==> src/rtl/int_axi4l_master.sv <==
// int_axi4l_master: bridges the internal register-access initiator interface
// onto an AXI4-Lite master port. One transaction in flight at a time; a write
// and a read presented together are run back to back, write first.
module int_axi4l_master #(
    parameter int unsigned ADDR_WIDTH = 10,
    parameter int unsigned DATA_WIDTH = 32,
    parameter logic [2:0]  PROT       = 3'b000
) (
    input  logic                      aclk,
    input  logic                      aresetn,
    // internal initiator side
    input  logic [ADDR_WIDTH-1:0]     int_addr,
    input  logic [DATA_WIDTH-1:0]     int_wr_data,
    input  logic [DATA_WIDTH/8-1:0]   int_wr_strb,
    input  logic                      int_wr_en,
    input  logic                      int_rd_en,
    output logic                      int_wr_ack,
    output logic                      int_wr_err,
    output logic                      int_rd_ack,
    output logic                      int_rd_err,
    output logic [DATA_WIDTH-1:0]     int_rd_data,
    output logic                      int_busy,
    // AXI4-Lite write address / data / response
    output logic [ADDR_WIDTH-1:0]     m_axi_awaddr,
    output logic [2:0]                m_axi_awprot,
    output logic                      m_axi_awvalid,
    input  logic                      m_axi_awready,
    output logic [DATA_WIDTH-1:0]     m_axi_wdata,
    output logic [DATA_WIDTH/8-1:0]   m_axi_wstrb,
    output logic                      m_axi_wvalid,
    input  logic                      m_axi_wready,
    input  logic [1:0]                m_axi_bresp,
    input  logic                      m_axi_bvalid,
    output logic                      m_axi_bready,
    // AXI4-Lite read address / data
    output logic [ADDR_WIDTH-1:0]     m_axi_araddr,
    output logic [2:0]                m_axi_arprot,
    output logic                      m_axi_arvalid,
    input  logic                      m_axi_arready,
    input  logic [DATA_WIDTH-1:0]     m_axi_rdata,
    input  logic [1:0]                m_axi_rresp,
    input  logic                      m_axi_rvalid,
    output logic                      m_axi_rready
);

    localparam int unsigned STRB_WIDTH = DATA_WIDTH / 8;

    typedef enum logic [2:0] {
        ST_IDLE    = 3'd0,
        ST_WR_AW_W = 3'd1,
        ST_WR_B    = 3'd2,
        ST_RD_AR   = 3'd3,
        ST_RD_R    = 3'd4
    } state_e;

    // SLVERR (2'b10) and DECERR (2'b11) are errors; OKAY/EXOKAY are not.
    function automatic logic resp_is_err(input logic [1:0] resp);
        return (resp == 2'b10) || (resp == 2'b11);
    endfunction

    state_e                  state_q,     state_d;
    logic [ADDR_WIDTH-1:0]   awaddr_q,    awaddr_d;
    logic [DATA_WIDTH-1:0]   wdata_q,     wdata_d;
    logic [STRB_WIDTH-1:0]   wstrb_q,     wstrb_d;
    logic                    awvalid_q,   awvalid_d;
    logic                    wvalid_q,    wvalid_d;
    logic                    bready_q,    bready_d;
    logic [ADDR_WIDTH-1:0]   araddr_q,    araddr_d;
    logic                    arvalid_q,   arvalid_d;
    logic                    rready_q,    rready_d;
    logic                    wr_ack_q,    wr_ack_d;
    logic                    wr_err_q,    wr_err_d;
    logic                    rd_ack_q,    rd_ack_d;
    logic                    rd_err_q,    rd_err_d;
    logic [DATA_WIDTH-1:0]   rd_data_q,   rd_data_d;
    logic                    busy_q,      busy_d;
    logic                    pend_q,      pend_d;
    logic [ADDR_WIDTH-1:0]   pend_addr_q, pend_addr_d;

    // Next-state and next-output computation for the transaction FSM.
    always_comb begin
        state_d     = state_q;
        awaddr_d    = awaddr_q;
        wdata_d     = wdata_q;
        wstrb_d     = wstrb_q;
        awvalid_d   = awvalid_q;
        wvalid_d    = wvalid_q;
        bready_d    = bready_q;
        araddr_d    = araddr_q;
        arvalid_d   = arvalid_q;
        rready_d    = rready_q;
        wr_ack_d    = 1'b0;
        wr_err_d    = 1'b0;
        rd_ack_d    = 1'b0;
        rd_err_d    = 1'b0;
        rd_data_d   = rd_data_q;
        busy_d      = busy_q;
        pend_d      = pend_q;
        pend_addr_d = pend_addr_q;

        case (state_q)
            ST_IDLE: begin
                if (int_wr_en) begin
                    awaddr_d  = int_addr;
                    wdata_d   = int_wr_data;
                    wstrb_d   = int_wr_strb;
                    awvalid_d = 1'b1;
                    wvalid_d  = 1'b1;
                    busy_d    = 1'b1;
                    state_d   = ST_WR_AW_W;
                    // A simultaneous read is remembered and issued after the write.
                    if (int_rd_en) begin
                        pend_d      = 1'b1;
                        pend_addr_d = int_addr;
                    end else begin
                        pend_d      = 1'b0;
                    end
                end else if (int_rd_en) begin
                    araddr_d  = int_addr;
                    arvalid_d = 1'b1;
                    busy_d    = 1'b1;
                    state_d   = ST_RD_AR;
                end else begin
                    state_d   = ST_IDLE;
                end
            end

            ST_WR_AW_W: begin
                // Each channel retires on its own handshake, in any order.
                awvalid_d = awvalid_q & ~m_axi_awready;
                wvalid_d  = wvalid_q & ~m_axi_wready;
                if ((~awvalid_q | m_axi_awready) & (~wvalid_q | m_axi_wready)) begin
                    bready_d = 1'b1;
                    state_d  = ST_WR_B;
                end else begin
                    state_d  = ST_WR_AW_W;
                end
            end

            ST_WR_B: begin
                if (m_axi_bvalid & bready_q) begin
                    bready_d = 1'b0;
                    wr_ack_d = 1'b1;
                    wr_err_d = resp_is_err(m_axi_bresp);
                    if (pend_q) begin
                        // Chain straight into the deferred read; stay busy.
                        araddr_d  = pend_addr_q;
                        arvalid_d = 1'b1;
                        pend_d    = 1'b0;
                        state_d   = ST_RD_AR;
                    end else begin
                        busy_d    = 1'b0;
                        state_d   = ST_IDLE;
                    end
                end else begin
                    state_d = ST_WR_B;
                end
            end

            ST_RD_AR: begin
                if (m_axi_arready) begin
                    arvalid_d = 1'b0;
                    rready_d  = 1'b1;
                    state_d   = ST_RD_R;
                end else begin
                    state_d   = ST_RD_AR;
                end
            end

            ST_RD_R: begin
                if (m_axi_rvalid & rready_q) begin
                    rready_d  = 1'b0;
                    rd_data_d = m_axi_rdata;
                    rd_ack_d  = 1'b1;
                    rd_err_d  = resp_is_err(m_axi_rresp);
                    busy_d    = 1'b0;
                    state_d   = ST_IDLE;
                end else begin
                    state_d   = ST_RD_R;
                end
            end

            default: begin
                awvalid_d = 1'b0;
                wvalid_d  = 1'b0;
                bready_d  = 1'b0;
                arvalid_d = 1'b0;
                rready_d  = 1'b0;
                busy_d    = 1'b0;
                pend_d    = 1'b0;
                state_d   = ST_IDLE;
            end
        endcase
    end

    // State and output registers; reset abandons any transaction in flight.
    always_ff @(posedge aclk) begin
        if (!aresetn) begin
            state_q     <= ST_IDLE;
            awaddr_q    <= '0;
            wdata_q     <= '0;
            wstrb_q     <= '0;
            awvalid_q   <= 1'b0;
            wvalid_q    <= 1'b0;
            bready_q    <= 1'b0;
            araddr_q    <= '0;
            arvalid_q   <= 1'b0;
            rready_q    <= 1'b0;
            wr_ack_q    <= 1'b0;
            wr_err_q    <= 1'b0;
            rd_ack_q    <= 1'b0;
            rd_err_q    <= 1'b0;
            rd_data_q   <= '0;
            busy_q      <= 1'b0;
            pend_q      <= 1'b0;
            pend_addr_q <= '0;
        end else begin
            state_q     <= state_d;
            awaddr_q    <= awaddr_d;
            wdata_q     <= wdata_d;
            wstrb_q     <= wstrb_d;
            awvalid_q   <= awvalid_d;
            wvalid_q    <= wvalid_d;
            bready_q    <= bready_d;
            araddr_q    <= araddr_d;
            arvalid_q   <= arvalid_d;
            rready_q    <= rready_d;
            wr_ack_q    <= wr_ack_d;
            wr_err_q    <= wr_err_d;
            rd_ack_q    <= rd_ack_d;
            rd_err_q    <= rd_err_d;
            rd_data_q   <= rd_data_d;
            busy_q      <= busy_d;
            pend_q      <= pend_d;
            pend_addr_q <= pend_addr_d;
        end
    end

    assign int_wr_ack    = wr_ack_q;
    assign int_wr_err    = wr_err_q;
    assign int_rd_ack    = rd_ack_q;
    assign int_rd_err    = rd_err_q;
    assign int_rd_data   = rd_data_q;
    assign int_busy      = busy_q;
    assign m_axi_awaddr  = awaddr_q;
    assign m_axi_awprot  = PROT;
    assign m_axi_awvalid = awvalid_q;
    assign m_axi_wdata   = wdata_q;
    assign m_axi_wstrb   = wstrb_q;
    assign m_axi_wvalid  = wvalid_q;
    assign m_axi_bready  = bready_q;
    assign m_axi_araddr  = araddr_q;
    assign m_axi_arprot  = PROT;
    assign m_axi_arvalid = arvalid_q;
    assign m_axi_rready  = rready_q;

endmodule

==> config.mk <==
export PLATFORM = sky130hd
export DESIGN_NAME = int_axi4l_master
export DESIGN_NICKNAME = d
export VERILOG_FILES = /design/src/rtl/int_axi4l_master.sv
export SDC_FILE = /design/constraint.sdc
export NUM_CORES = 1
export LEC_CHECK = 0
export ABC_CLOCK_PERIOD_IN_PS = 1700
export BUFFER_PORTS_ARGS = -buffer_cell sky130_fd_sc_hd__buf_2
export CAP_MARGIN = 15
export CORE_MARGIN = 1.5
export CORE_UTILIZATION = 47
export CTS_CLUSTER_DIAMETER = 150
export DETAILED_ROUTE_END_ITERATION = 12
export PLACE_DENSITY = 0.81
export SLEW_MARGIN = 15
export SYNTH_ARGS = -nofsm -noshare
export SYNTH_HDL_FRONTEND = slang
export SYNTH_SLANG_ARGS = --single-unit
==> constraint.sdc <==
create_clock -name aclk -period 1.7 [get_ports aclk]
set_input_delay 0.085 -clock aclk [delete_from_list [all_inputs] [get_ports aclk]]
set_output_delay 0.085 -clock aclk [all_outputs]
set_load 0.1 [all_outputs]
# Word level (Yosys, flattened, before mapping)

Cells that the tools add are included.
W data, S select, Z words.

Register bits: 112
Input port bits: 91
Output and inout port bits: 104

Equal/unequal tests: 18
Muxes and demuxes: 37
Bitwise gates (word level): 17
Reductions and logical operators: 24

Operators by type and width:

| operator             | number |
|---|---|
| $mux W10             | 4 |
| $pmux W10 S2         | 1 |
| $ne A2 B2 Y1 const B | 9 |
| $reduce_and A3 Y1    | 6 |
| $mux W1              | 17 |
| $pmux W1 S3          | 5 |
| $pmux W3 S5          | 1 |
| $reduce_or A3 Y1     | 4 |
| $not A1 Y1           | 10 |
| $reduce_and A2 Y1    | 5 |
| $reduce_and A5 Y1    | 2 |
| $mux W3              | 3 |
| $eq A2 B2 Y1 const B | 4 |
| $mux W2              | 4 |
| $pmux W1 S4          | 2 |
| $eq A3 B2 Y1 const B | 2 |
| $reduce_and A6 Y1    | 1 |
| $and A1 B1 Y1        | 5 |
| $reduce_or A2 Y1     | 2 |
| $eq A3 B1 Y1 const B | 1 |
| $eq A3 B3 Y1 const B | 1 |
| $logic_not A3 Y1     | 1 |
| $ne A3 B3 Y1 const B | 1 |
| $logic_or A1 B1 Y1   | 2 |
| other kinds (2)      | 3 |

# Longest topological paths before layout

Word-level depth: 5
Gate-level depth with buffers: 7
Mapped depth without buffers: 4

# Worst setup path after synthesis

OpenSTA, ideal clock, no wires.

Kind: flip-flop to flip-flop
Start point: register bready_q (netlist: m_axi_bready)
End point: register araddr_q[0] (netlist: m_axi_araddr[0])
Setup time: 0.117 ns
Arrival: 2.017 ns
Data required time: 1.583 ns
Slack: -0.434 ns
Cell stages (with the launch flop): 6
Period minus slack after synthesis: 2.134 ns
Cell sequence: dfxtp_1 > nand3_1 > a221oi_4 > buf_6 > nand2_1 > o211a_1

Word-level cells in the longest chain between the ends: 3

Ends and longest elaborated chain:

| item                        | line | text |
|---|---|---|
| from (decl)                 | 67   | `logic bready_q, bready_d;` |
| from (signal assigned)      | 224  | `bready_q <= bready_d;` |
| $and A1 B1 Y1               | 141  | `if (m_axi_bvalid & bready_q) begin` |
| $ne A2 B2 Y1 (no line)      | --   |  |
| $reduce_and A5 Y1 (no line) | --   |  |
| to (signal assigned)        | 225  | `araddr_q <= araddr_d;` |
| to (decl)                   | 68   | `logic [ADDR_WIDTH-1:0] araddr_q, araddr_d;` |

No other way between the ends.
A chain may end at the register's enable or synchronous reset.

# Worst setup path in the final report

Start point: register state_q[1]
End point: register araddr_q[6] (netlist: m_axi_araddr[6])

Word-level cells in the longest chain between the ends: 3
Elaborated cells on any way between the ends: 9
Classes of those cells: 5 x eq/ne; 1 x mux; 3 x reduce/logical

Ends and longest elaborated chain:

| item                                                                | line | text |
|---|---|---|
| from (decl)                                                         | 61   | `state_e state_q, state_d;` |
| from (signal assigned)                                              | 218  | `state_q <= state_d;` |
| $eq A3 B2 Y1 / $logic_not A3 Y1 (equally long branches)             | 101  | `case (state_q)` |
| $ne A2 B2 Y1 (no line) / $reduce_bool A2 Y1 (equally long branches) | --   |  |
| $reduce_and A5 Y1 (no line)                                         | --   |  |

Parallel ways exist; a longest one is shown, timed or not.

==> summary.md <==
| Metric | Value |
|---|---|
| Outcome | `finished, final reports clean` |
| CTS tree | `built` |
| Clk slew on worst S/H paths | `about 0.10 ns` |
| Worst Setup Path Type | `reg -> reg` |
| Sequential share of the synthesized area | `0.495` |
| Clock root buffer | `clkbuf_8` |
| Reg-to-reg startpoint | `state_q[1]` |
| Power per Cell Area | `1050 nW/um2` |
| Worst hold endpoint | `m_axi_awaddr[7]` |
| ANT cells | `0` |
| Clock Latency Late Sink | `between 0.3 and 0.4 ns` |
| CTS Buf Count | `9` |
| Endpoints failing setup | `0` |
| DRT Wirelength | `13,200 um` |
| Area share of the largest cell type after synthesis | `0.495` |
| R2r endpoint | `m_axi_araddr[6]` |
| Worst-Margin Slew | `around 0.52 ns` |
| Mean Syn Cell Area | `between 8 and 9 um2` |
| Slowest CP cell | `dfxtp_2` |
| CP Data Arrival Time | `1.81 ns` |
| Drt pass-1 iters | `4` |
| Synth-to-Final Area Change | `44.3%` |
| All-Layer GR Usage | `0.256` |
| Area leader, netlist | `dfxtp_1` |
| Dpl ws | `0.0545 ns` |
| CP Cell Sequence | `nor3b_2 -> buf_4 -> mux2i_1 -> nand2_1 -> o211a_1` |
| Initial antenna violation count | `0` |
| Total number of vias | `between 4,000 and 5,000` |
| Reg2Reg Depth | `5` |
| Final ANT Viol Nets | `0` |
| Clock Skew | `between 0.02 and 0.025 ns` |
| Initial DRC Count | `around 190` |
| Worst hold stages | `3` |
| Max Cap Violations | `0` |
| RSZ-0062 raised after global routing | `no` |
| Critical Path Fanout Max | `13` |
| Dpl hpwl | `7940 um` |
| FF+latch count, synth | `approximately 110` |
| VDD IR-drop max | `just under 0.7 mV` |
| GPL Wtd Cong | `slightly below 0.9` |
| Slew Viols, Final | `0` |
| Die Wd | `between 100 and 150 um` |
| R2R Setup Slk | `around 0.15 ns` |
| Fin crit share | `0.911` |
| Largest net degree at the start of global routing | `53` |
| Worst relative slew slack | `0.652` |
| Top delay family on crit path | `flip-flops` |
| Min setup slack post-route | `approximately 0.15 ns` |
| Critical path buffer and inverter count | `1` |
| # H-tree levels | `3` |
| Die Y-Extent | `slightly above 100 um` |
| Final net count | `between 800 and 900` |
| Cells after Synth | `about 500` |
| Hold Path Origin | `int_addr[7]` |
| Layout cells sized above 1 | `0.297` |
| # DRC | `0` |
| Worst hold path type | `in -> reg` |
| Lkg Pwr | `between 3 and 4 nW` |
| Endpoint class of the critical path | `flop` |
| Final Hold Fails | `0` |
| DR WL/cell | `about 15 um` |
| Fmax | `roughly 0.65 GHz` |
| Crit path launch type | `flop` |
| Top post-synthesis cells by area | `dfxtp_1 50%, nand2_1 14%, a21boi_0 9.0%, a21boi_1 5.0%, mux2i_1 4.4%` |
| Vias in the first global route | `approximately 4,600` |
| Post-CTS setup buffers | `0` |
| Pwr Total | `~6.9 mW` |
| Clock Tree Buf Depth | `2` |
| Global-route wire length before repair | `20,900 um` |
| Buffers on Ports | `186` |
| Die ar. | `~10,000 um2` |
| Yosys warns | `0` |
| Crit path required time | `between 1.5 and 2 ns` |
| Synth unique cells | `41` |
| Fillers | `between 600 and 700` |
| Most frequent cells in the layout | `186 x buf_2, 174 x nand2_1, 107 x dfxtp_1` |
| Gr ovfl total | `0` |
| Commonest non-fill, non-tap cell in the layout | `buf_2` |
| Cell Rows | `35` |
| Io pins | `about 200` |
| Vias/cell | `5.02` |
| Fin crit period | `~1.5 ns` |
| Initial core utilization | `0.487` |
| Number of clock sinks | `approximately 110` |
| Setup TNS | `0 ns` |
| Core footprint | `~9300 um2` |
| Mapped cell area | `approximately 4500 um2` |
| CP max stage delay | `0.46 ns` |
| Crit. Startpoint | `state_q[1]` |
layer usage:
metal / vias up / global-route usage / part of all wire
met5: - / 0 / 0
met4: 0 / 0.124 / 0.034
met3: 43 / 0.0596 / 0.071
li1: 2182 / - / -
met2: 196 / 0.479 / 0.51
met1: 2076 / 0.269 / 0.39
worst max-delay path by stage:
stage,end,depth (start not counted)
2_1_floorplan,state_q[0],3
3_3_place_gp,m_axi_araddr[7],5
3_5_place_dp,m_axi_arvalid,5
4_1_cts,m_axi_arvalid,5
5_1_grt,m_axi_arvalid,5
6_report,m_axi_araddr[6],5
worst min-delay path: cells and delay by family:
| kind | cells | cell delay [ns] |
|---|---|---|
| buf+inv | 1 | 0.12 |
| simple gates | 1 | 0.05 |
| compound gates | 1 | 0.07 |
Yosys cell counts, drive strengths merged:
master   instances
nand2          174
o2111ai          1
o21a             1
mux2i           20
buf             25
a31o             1
dfxtp          112
o211ai           2
inv              6
a41oi            1
o21ai           10
nor3             3
nor3b            1
nor2             4
o211a           10
conb             1
nand3b           1
or3b             1
or2              2
a221oi           2
nor4             1
a31oi            1
a21oi            4
and2             4
nand3            4
nand4            2
and3             1
and4             1
nand2b           1
clkbuf          17
or3              1
nor2b           11
o221ai           1
a21boi          84
area by class of cell:
type                       count  area [um2]  area share
clock inverter                 6        43.8     0.00670
multi-input combinational    356        2030       0.310
sequential                   112        2250       0.345
timing repair buffer         278        1900       0.291
clock buffer                   9         124      0.0190
inverter                       6        22.5     0.00345
tap                          129         161      0.0247
timing repair:
action                                  CTS  global route
hold buffers                             77             0
gates resized for setup                   0             4
endpoints found under the hold margin    80             0
endpoints found under the setup margin    0            16
logic make-up (layout without fill, tap and decap cells):
family | after synthesis | in the layout | synth area share
flip-flops | 112 | 112 | 0.495
multiplexers | 20 | 20 | 0.0442
AND/OR/NAND/NOR | 212 | 212 | 0.200
AO/OA/AOI/OAI | 118 | 118 | 0.199
buffers and inverters | 48 | 299 | 0.0608
other | 1 | 6 | 0.000829
metrics by stage:
stage	std cells	utilization	instance area (um2)	hold slack, ns
after floorplan	516	-	4550	0.207
after global placement	804	0.602	5590	0.288
after detailed placement	804	0.602	5590	0.289
after CTS	896	0.703	6530	0.00104
after global routing	896	0.704	6530	0.0137
final	896	0.704	6530	0.0167
where the power goes:
group	leakage (nW)	internal, mW	switching [mW]
clock network	0.0859	0.534	0.881
registers	0.914	2.82	0.138
logic	2.06	0.644	1.87
total	3.06	4.00	2.89
sequential cells by signal (all words and copies together), names as in the netlist, 3 cells and up:
register,cells
int_rd_data,32
m_axi_wdata,32
m_axi_araddr,10
m_axi_awaddr,10
pend_addr_q,10
m_axi_wstrb,4
state_q,3
No activity file was read; power rests on OpenSTA's default activity.
